**config.mk**
```make
export PLATFORM = sky130hd
export DESIGN_NAME = unidad_fetch_flat
export DESIGN_NICKNAME = d
export VERILOG_FILES = /design/src/rtl/unidad_fetch_if.sv /design/src/rtl/unidad_fetch.sv /design/src/flat_wrapper.sv
export SDC_FILE = /design/constraint.sdc
export NUM_CORES = 1
export LEC_CHECK = 0
export ABC_AREA = 0
export CAP_MARGIN = 10
export CORE_MARGIN = 4
export CORE_UTILIZATION = 40
export DETAILED_ROUTE_END_ITERATION = 8
export SYNTH_ARGS = -nofsm -noshare
export SYNTH_HDL_FRONTEND = slang
export SYNTH_SLANG_ARGS = --single-unit
```
**constraint.sdc**
```tcl
create_clock -name clk -period 2.8 [get_ports clk]
set_clock_uncertainty 0.2 [all_clocks]
set_input_delay 0.56 -clock clk [delete_from_list [all_inputs] [get_ports clk]]
set_output_delay 0.56 -clock clk [all_outputs]
set_load 0.05 [all_outputs]
```
**src/rtl/unidad_fetch_if.sv**
```systemverilog
// Instruction-memory request/response bus used by the fetch stage.
// master = core side, slave = memory side.
interface unidad_fetch_if;
    logic        imem_req;
    logic [31:0] imem_addr;
    logic        imem_gnt;
    logic        imem_rvalid;
    logic [31:0] imem_rdata;

    modport master (
        output imem_req,
        output imem_addr,
        input  imem_gnt,
        input  imem_rvalid,
        input  imem_rdata
    );

    modport slave (
        input  imem_req,
        input  imem_addr,
        output imem_gnt,
        output imem_rvalid,
        output imem_rdata
    );
endinterface

```
**src/rtl/unidad_fetch.sv**
```systemverilog
// RV32 fetch stage: PC, single-outstanding imem request, IF/ID register.
// Optional FETCH_STALL_CNT_EN adds a saturating decode-stall counter.
module unidad_fetch #(
    parameter logic [31:0] RESET_PC  = 32'h0000_0000,
    parameter logic [31:0] NOP_INSTR = 32'h0000_0013
) (
    input  logic        clk,
    input  logic        rst,
    unidad_fetch_if.master imem,
    input  logic        redirect,
    input  logic [31:0] redirect_pc,
    input  logic        id_ready,
    output logic        id_valid,
    output logic [31:0] id_instr,
    output logic [31:0] id_pc
`ifdef FETCH_STALL_CNT_EN
    ,
    output logic [31:0] stall_cnt
`endif
);

    typedef enum logic [1:0] {
        S_REQ,
        S_WAIT,
        S_HOLD,
        S_DROP
    } state_t;

    state_t      state;
    state_t      state_nxt;
    logic [31:0] pc;
    logic [31:0] pc_nxt;
    logic [31:0] req_pc;
    logic [31:0] req_pc_nxt;
    logic [31:0] hold_instr;
    logic [31:0] hold_instr_nxt;
    logic [31:0] hold_pc;
    logic [31:0] hold_pc_nxt;
    logic        id_valid_nxt;
    logic [31:0] id_instr_nxt;
    logic [31:0] id_pc_nxt;
    logic        slot_free;
    logic [31:0] redir_pc;
    logic        unused_bits;

    assign redir_pc    = {redirect_pc[31:2], 2'b00};
    assign unused_bits = ^redirect_pc[1:0];
    assign slot_free   = !id_valid || id_ready;

    assign imem.imem_req  = (state == S_REQ) && !rst;
    assign imem.imem_addr = pc;

    always_comb begin
        state_nxt      = state;
        pc_nxt         = pc;
        req_pc_nxt     = req_pc;
        hold_instr_nxt = hold_instr;
        hold_pc_nxt    = hold_pc;
        id_valid_nxt   = id_valid;
        id_instr_nxt   = id_instr;
        id_pc_nxt      = id_pc;

        if (id_valid && id_ready) begin
            id_valid_nxt = 1'b0;
            id_instr_nxt = NOP_INSTR;
        end

        unique case (state)
            S_REQ: begin
                if (imem.imem_gnt) begin
                    req_pc_nxt = pc;
                    state_nxt  = S_WAIT;
                end
            end
            S_WAIT: begin
                if (imem.imem_rvalid) begin
                    if (slot_free) begin
                        id_valid_nxt = 1'b1;
                        id_instr_nxt = imem.imem_rdata;
                        id_pc_nxt    = req_pc;
                        pc_nxt       = req_pc + 32'd4;
                        state_nxt    = S_REQ;
                    end else begin
                        hold_instr_nxt = imem.imem_rdata;
                        hold_pc_nxt    = req_pc;
                        state_nxt      = S_HOLD;
                    end
                end
            end
            S_HOLD: begin
                if (id_ready) begin
                    id_valid_nxt = 1'b1;
                    id_instr_nxt = hold_instr;
                    id_pc_nxt    = hold_pc;
                    pc_nxt       = req_pc + 32'd4;
                    state_nxt    = S_REQ;
                end
            end
            S_DROP: begin
                if (imem.imem_rvalid) begin
                    state_nxt = S_REQ;
                end
            end
            default: state_nxt = S_REQ;
        endcase

        // Redirect wins; an in-flight request must still be drained.
        if (redirect) begin
            pc_nxt         = redir_pc;
            id_valid_nxt   = 1'b0;
            id_instr_nxt   = NOP_INSTR;
            hold_instr_nxt = 32'd0;
            hold_pc_nxt    = 32'd0;
            unique case (state)
                S_REQ:   state_nxt = imem.imem_gnt ? S_DROP : S_REQ;
                S_WAIT:  state_nxt = imem.imem_rvalid ? S_REQ : S_DROP;
                S_HOLD:  state_nxt = S_REQ;
                S_DROP:  state_nxt = S_DROP;
                default: state_nxt = S_REQ;
            endcase
        end
    end

    always_ff @(posedge clk) begin
        if (rst) begin
            state      <= S_REQ;
            pc         <= RESET_PC;
            req_pc     <= 32'd0;
            hold_instr <= 32'd0;
            hold_pc    <= 32'd0;
            id_valid   <= 1'b0;
            id_instr   <= NOP_INSTR;
            id_pc      <= 32'd0;
        end else begin
            state      <= state_nxt;
            pc         <= pc_nxt;
            req_pc     <= req_pc_nxt;
            hold_instr <= hold_instr_nxt;
            hold_pc    <= hold_pc_nxt;
            id_valid   <= id_valid_nxt;
            id_instr   <= id_instr_nxt;
            id_pc      <= id_pc_nxt;
        end
    end

`ifdef FETCH_STALL_CNT_EN
    always_ff @(posedge clk) begin
        if (rst) begin
            stall_cnt <= 32'd0;
        end else if (id_valid && !id_ready
                     && stall_cnt != 32'hFFFF_FFFF) begin
            stall_cnt <= stall_cnt + 32'd1;
        end
    end
`endif

endmodule

```
**src/flat_wrapper.sv**
```systemverilog
// flat-port wrapper written by rule: the top's interface ports become plain ports
module unidad_fetch_flat 
#(
    parameter logic [31:0] RESET_PC  = 32'h0000_0000,
    parameter logic [31:0] NOP_INSTR = 32'h0000_0013
)
  (clk, rst, redirect, redirect_pc, id_ready, id_valid, id_instr, id_pc, imem_imem_req, imem_imem_addr, imem_imem_gnt, imem_imem_rvalid, imem_imem_rdata);
  unidad_fetch_if imem_i ();
  input  logic clk;
  input  logic rst;
  input  logic redirect;
  input  logic [31:0] redirect_pc;
  input  logic id_ready;
  output logic id_valid;
  output logic [31:0] id_instr;
  output logic [31:0] id_pc;
  output wire logic [$bits(imem_i.imem_req)-1:0] imem_imem_req;
  output wire logic [$bits(imem_i.imem_addr)-1:0] imem_imem_addr;
  input wire logic [$bits(imem_i.imem_gnt)-1:0] imem_imem_gnt;
  input wire logic [$bits(imem_i.imem_rvalid)-1:0] imem_imem_rvalid;
  input wire logic [$bits(imem_i.imem_rdata)-1:0] imem_imem_rdata;
  assign imem_imem_req = imem_i.imem_req;
  assign imem_imem_addr = imem_i.imem_addr;
  assign imem_i.imem_gnt = imem_imem_gnt;
  assign imem_i.imem_rvalid = imem_imem_rvalid;
  assign imem_i.imem_rdata = imem_imem_rdata;
  unidad_fetch #(.RESET_PC(RESET_PC), .NOP_INSTR(NOP_INSTR)) u_core (.clk(clk), .rst(rst), .imem(imem_i), .redirect(redirect), .redirect_pc(redirect_pc), .id_ready(id_ready), .id_valid(id_valid), .id_instr(id_instr), .id_pc(id_pc));
endmodule
```
==> results.md, run 1 <==
* Outcome: finished, final reports clean
* Sw Ratio at 35.4%
* CTS Sinks at 195
* Startpoint types: flop
* Avg Synthesized Cell Area at 7.90 sq um
* Worst Setup SP: u_core.id_valid$_SDFF_PP0_
* Fmax at 393 MHz
* Reg area at 0.00390 sq mm
* Delay-heaviest family, CP: buffers and inverters
* Worst slack at placement at 176 ps
* R2R depth at 7
* Reg2Reg Setup Slack at 500 ps
* Vias in the first global route at 8,229
* Row cnt at 55
* FF-to-FF End: u_core.hold_pc[1]$_SDFFE_PP0P_
* Layout area overhead at 27.9%
* YS warnings at 0
* Die area at 0.0256 sq mm
* CTS Root Cell: clkbuf_16
* Tcrit/Tclk final at 90.8%
* Fillcell total at 2,118
* CTS tree: built
* Core area at 0.0226 sq mm
* Leakage Power at 3.96 nW
* Power share of the clock group at 32.3%
* Area occupied by multi-input gates at 0.00484 sq mm
* Die height at 160 um
* Hold Violations, Final at 0
* IO Port Bufs at 165
* Largest net degree at the start of global routing at 91
* Finished Core Util at 52.1%
* Slew margin rel. at 61.9%
* Reg2reg start: u_core.state[1]$_SDFFE_PP0P_
* Final wirelength at 27,500 um
* # nets final at 1,356
* GPL Wtd Cong at 0.781
* Worst min path class: in -> reg
* Peak supply drop at 417 uV
* Power density over the cells at 673 mW/mm^2
* WP data arrival at 1780 ps
* Main synth FF type: dfxtp_1
* CP Cell Sequence: clkdlybuf4s50_1
* CTS Buf Count at 17
* Longest Clk Path Bufs at 2
* Synth unique cells at 50
* Antenna violation net count after detailed routing at 0
* Crit path depth at 1
* Pint at 0.00513 W
* Top Ports at 168
* Die Wd at 160 um
* Post-CTS sizing at 0
* Critical Path Slowest Stage Cell: clkdlybuf4s50_1
* Initial antenna violation count at 1
* Gr ovfl total at 0
* Mapped Cells at 1,167
* Post-DP HPWL at 17,700 um
* Crit path kind: reg -> out
* Worst skew pair latency at 430 ps
* Vias at 8,640
* Comb pwr share at 28.2%
* Post-synth EDFFs at 0
* Least-Margin Pin Slew at 570 ps
* Initial Util at 40.7%
* Final Max Slew Viols at 0
* Reg power frac at 39.5%
* Share of cells above drive strength 1 at 8.66%
* TritonRoute pass-1 iters at 5
* CP required at 2040 ps
* CTS Hold Bufs at 0
* Leading cell types in the layout, fill and taps excluded: nand2_1 (241), dfxtp_1 (195), a21oi_1 (184)
* Buffers plus inverters on the worst setup path at 1
* Max cap viols at 0
* Remaining DRCs at 0
* Max incr delay on CP at 870 ps
* Synthesized cell area at 0.00923 sq mm
* H-tree depth at 4
* P_sw at 0.00281 W
* Global-route wire length before repair at 44,200 um
* Setup tns final at 0 ps
* Commonest non-fill, non-tap cell in the layout: nand2_1
* Clk pin slew, worst setup/hold paths at 70 ps
* RSZ-0062 raised after global routing: no
* Final min period at 2540 ps
* Setup violators final at 0
* Setup crit end: id_valid
* Ys async rst share at 0%
* Syn_nets at 1,242
* Post-CTS Setup Bufs at 0
* CP Capture Type: output port
* Final worst slack at 257 ps
* Vias/cell at 5.47
* #FFs+latches synth at 195
* Gr usage total at 21.0%
* Register area share after synthesis at 42.3%
* Diodes inserted at 0
* Starting DRC count in detailed routing at 568
* WL/cell at 17.4 um
* CP Max Fanout at 6
==> synthesized netlist by cell type, types with 11 or more instances <==
cell type,n,share of area (%)
nand2_1,243,9.9
dfxtp_1,195,42
a21oi_1,184,10
clkbuf_1,66,2.7
o21ai_0,66,3.6
mux2i_1,64,6.9
nor2_1,44,1.8
nand3_1,37,2.0
nor3_1,37,2.0
a211oi_1,34,2.8
buf_2,31,1.7
xnor2_1,23,2.2
and3_1,22,1.5
o22ai_1,15,1.0
nor4_2,11,1.5
==> sequential cells by signal (all words and copies together) (netlist names) <==
name                   flops
u_core.hold_instr         32
u_core.hold_pc            32
u_core.id_instr           32
u_core.id_pc              32
u_core.imem.imem_addr     32
u_core.req_pc             32
u_core.state               2
u_core.id_valid            1
==> metal layers <==
layer  GRT usage, %  vias to the layer above  part of all wire [%]
li1               -                     4305                     -
met1           29.6                     4048                    47
met2           33.0                      260                    45
met3           4.23                       25                   5.9
met4           5.59                        2                   1.3
met5              0                        -                 0.047
==> worst min path at each step <==
stage                                                 start                                end  slack [ps]  depth (start not counted)
final                                                   rst       u_core.state[1]$_SDFFE_PP0P_         190                          2
after global routing                                    rst       u_core.state[1]$_SDFFE_PP0P_         170                          2
after CTS                                               rst       u_core.state[1]$_SDFFE_PP0P_         160                          2
after detailed placement    u_core.hold_pc[15]$_SDFFE_PP0P_    u_core.hold_pc[15]$_SDFFE_PP0P_         250                          2
after global placement      u_core.hold_pc[15]$_SDFFE_PP0P_    u_core.hold_pc[15]$_SDFFE_PP0P_         240                          2
after floorplan           u_core.hold_instr[0]$_SDFFE_PP0P_  u_core.hold_instr[0]$_SDFFE_PP0P_         240                          2
==> kinds of logic after synthesis <==
family | share of synthesized area, %
muxes | 7.07
buffers and inverters | 5.41
and+or+nand+nor | 21.7
adders and majority gates | 0.678
xor gates and xnor gates | 2.66
AOI/OAI and AO/OA | 20.2
DFF | 42.3
==> per-stage QoR <==
stage	cell area, sq um	hold slack (ps)	std cells	power [W]
after floorplan	9230	236	1167	0.00465
after global placement	11200	241	1547	0.00542
final	11800	192	1579	0.00794
after global routing	11800	168	1579	0.00830
after detailed placement	11200	246	1547	0.00544
after CTS	11800	164	1579	0.00799
==> layout make-up <==
cell class                 count  area share, %
clock inverter                15           1.58
sequential                   195           33.1
timing repair buffer         204           17.3
inverter                      10          0.318
clock buffer                  17           3.60
multi-input combinational    853           41.1
tap                          285           3.02
==> power groups by stage <==
stage	Clock (W)	Combinational [W]	Sequential, W
after floorplan	0	0.000941	0.00371
after global placement	0	0.00222	0.00320
after detailed placement	0	0.00224	0.00320
after CTS	0.00261	0.00225	0.00314
after global routing	0.00272	0.00242	0.00316
final	0.00256	0.00224	0.00314
No activity file was read; power rests on OpenSTA's default activity.
==> inputs of run 2 (changes only) <==
--- a/config.mk
+++ b/config.mk
@@ -10,6 +10,7 @@
 export CORE_MARGIN = 4
 export CORE_UTILIZATION = 40
 export DETAILED_ROUTE_END_ITERATION = 8
+export HOLD_SLACK_MARGIN = 0.15
 export SYNTH_ARGS = -nofsm -noshare
 export SYNTH_HDL_FRONTEND = slang
 export SYNTH_SLANG_ARGS = --single-unit
==> constraint.sdc (replaced) <==
create_clock -name clk -period 2.8 [get_ports clk]
set_clock_uncertainty 0.2 [all_clocks]
set_input_delay 0.84 -clock clk [delete_from_list [all_inputs] [get_ports clk]]
set_output_delay 0.84 -clock clk [all_outputs]
set_load 0.05 [all_outputs]
==> results.md, run 2 (synthesized netlist as in run 1, its figures left out) <==
* Die Wd at 160 um
* Final Max Slew Viols at 0
* Layout area overhead at 28.6%
* Gr ovfl total at 0
* Post-CTS sizing at 0
* H-tree depth at 4
* Gr usage total at 21.4%
* Share of cells above drive strength 1 at 9.23%
* Vias at 8,688
* Remaining DRCs at 0
* Row cnt at 55
* Largest net degree at the start of global routing at 70
* CTS tree: built
* Post-CTS Setup Bufs at 0
* Placed Cells incl. Taps at 1,553
* Final wirelength at 27,900 um
* Final min period at 2740 ps
* Crit path kind: reg -> out
* CTS Sinks at 195
* CP Max Fanout at 4
* Max cap viols at 0
* Longest Clk Path Bufs at 2
* Clk pin slew, worst setup/hold paths at 70 ps
* CTS Buf Count at 17
* Delay-heaviest family, CP: buffers and inverters
* R2R depth at 7
* Total chip power at 0.00789 W
* Power density over the cells at 665 mW/mm^2
* CP Cell Sequence: clkdlybuf4s50_1
* WL/cell at 17.6 um
* TritonRoute pass-1 iters at 5
* CP Capture Type: output port
* Crit path depth at 1
* Fmax at 365 MHz
* Top Ports at 168
* Core area at 0.0226 sq mm
* Starting DRC count in detailed routing at 570
* Worst skew pair latency at 440 ps
* CTS Root Cell: clkbuf_16
* Diodes inserted at 0
* Antenna violation net count after detailed routing at 0
* Die area at 0.0256 sq mm
* Leakage Power at 3.98 nW
* Worst min path class: reg -> reg
* Startpoint types: flop
* GPL Wtd Cong at 0.822
* CTS Hold Bufs at 0
* Critical Path Slowest Stage Cell: clkdlybuf4s50_1
* Initial antenna violation count at 1
* Worst hold slack at 254 ps
* Initial Util at 40.7%
* Peak supply drop at 385 uV
* Vias/cell at 5.48
* Commonest non-fill, non-tap cell in the layout: nand2_1
* Slew margin rel. at 48.8%
* Vias in the first global route at 8,247
* Tcrit/Tclk final at 97.8%
* Hold Violations, Final at 0
* CP required at 1760 ps
* IO Port Bufs at 165
* # nets final at 1,362
* Max incr delay on CP at 860 ps
* Outcome: finished, final reports clean
* Post-Layout Cell Count at 1,585
* Buffers plus inverters on the worst setup path at 1
* Setup violators final at 0
* Die height at 160 um
* WP data arrival at 1700 ps
* Least-Margin Pin Slew at 768 ps
* Leading cell types in the layout, fill and taps excluded: nand2_1 (241), dfxtp_1 (195), a21oi_1 (184)
* RSZ-0062 raised after global routing: no
* Global-route wire length before repair at 45,200 um
* Hold depth at 2
* Post-DP HPWL at 18,100 um
run 2: changes by cell type in the layout (fill, tap and decap cells not counted), sizes merged:
| cell | delta |
|---|---|
| bufinv | -1 |
| clkdlybuf4s50 | -1 |
| inv | -2 |
| buf | +7 |
| clkinvlp | +2 |
| clkinv | +1 |
run 2: worst paths after layout:
kind,slack (ps),from,end
max reg2reg,440,u_core.state[0]$_SDFFE_PP0P_,u_core.state[1]$_SDFFE_PP0P_
min,250,u_core.hold_pc[0]$_SDFFE_PP0P_,u_core.hold_pc[0]$_SDFFE_PP0P_
min reg2reg,250,u_core.hold_pc[0]$_SDFFE_PP0P_,u_core.hold_pc[0]$_SDFFE_PP0P_
max,60,u_core.id_instr[1]$_SDFF_PP1_,id_instr[1]
run 2: final cells by class:
type / count / area (sq um)
clock inverters: 15 / 170
inverters: 10 / 37.5
well taps: 285 / 357
repair buffers: 210 / 2130
multi-input cells: 853 / 4850
fillers: 2161 / 10800
flip-flops and latches: 195 / 3900
clock buffers: 17 / 425
run 2: worst reg2reg max path, stage by stage (launching register included):
cell	delay (ps)
dfxtp_1	350
inv_1	100
ha_2	320
buf_4	530
nand2b_1	110
a31oi_1	380
nor2_1	90
a211oi_1	200
run 2: where the power goes:
| group | internal, W | switching (W) | leakage, nW |
|---|---|---|---|
| registers | 0.00296 | 0.000177 | 1.59 |
| clock network | 0.00127 | 0.00122 | 0.281 |
| logic | 0.000814 | 0.00145 | 2.11 |
| total | 0.00505 | 0.00284 | 3.98 |
run 2: through the flow:
stage / util (%) / cell area (sq um) / setup slack, ps / setup TNS [ps]
after CTS: 52.4 / 11900 / 44.0 / 0
after global routing: 52.4 / 11900 / 13.7 / 0
after detailed placement: 49.8 / 11300 / -32.2 / -62.6
after global placement: 49.8 / 11300 / -28.6 / -56.1
final: 52.4 / 11900 / 62.2 / 0
after floorplan: - / 9230 / 149 / 0
run 2: layer usage:
layer	wire [um]	global-route usage [%]	vias up
li1	-	-	4314
met1	12800	29.4	4106
met2	13200	35.1	244
met3	1580	4.49	22
met4	281	4.46	2
met5	8	0	-
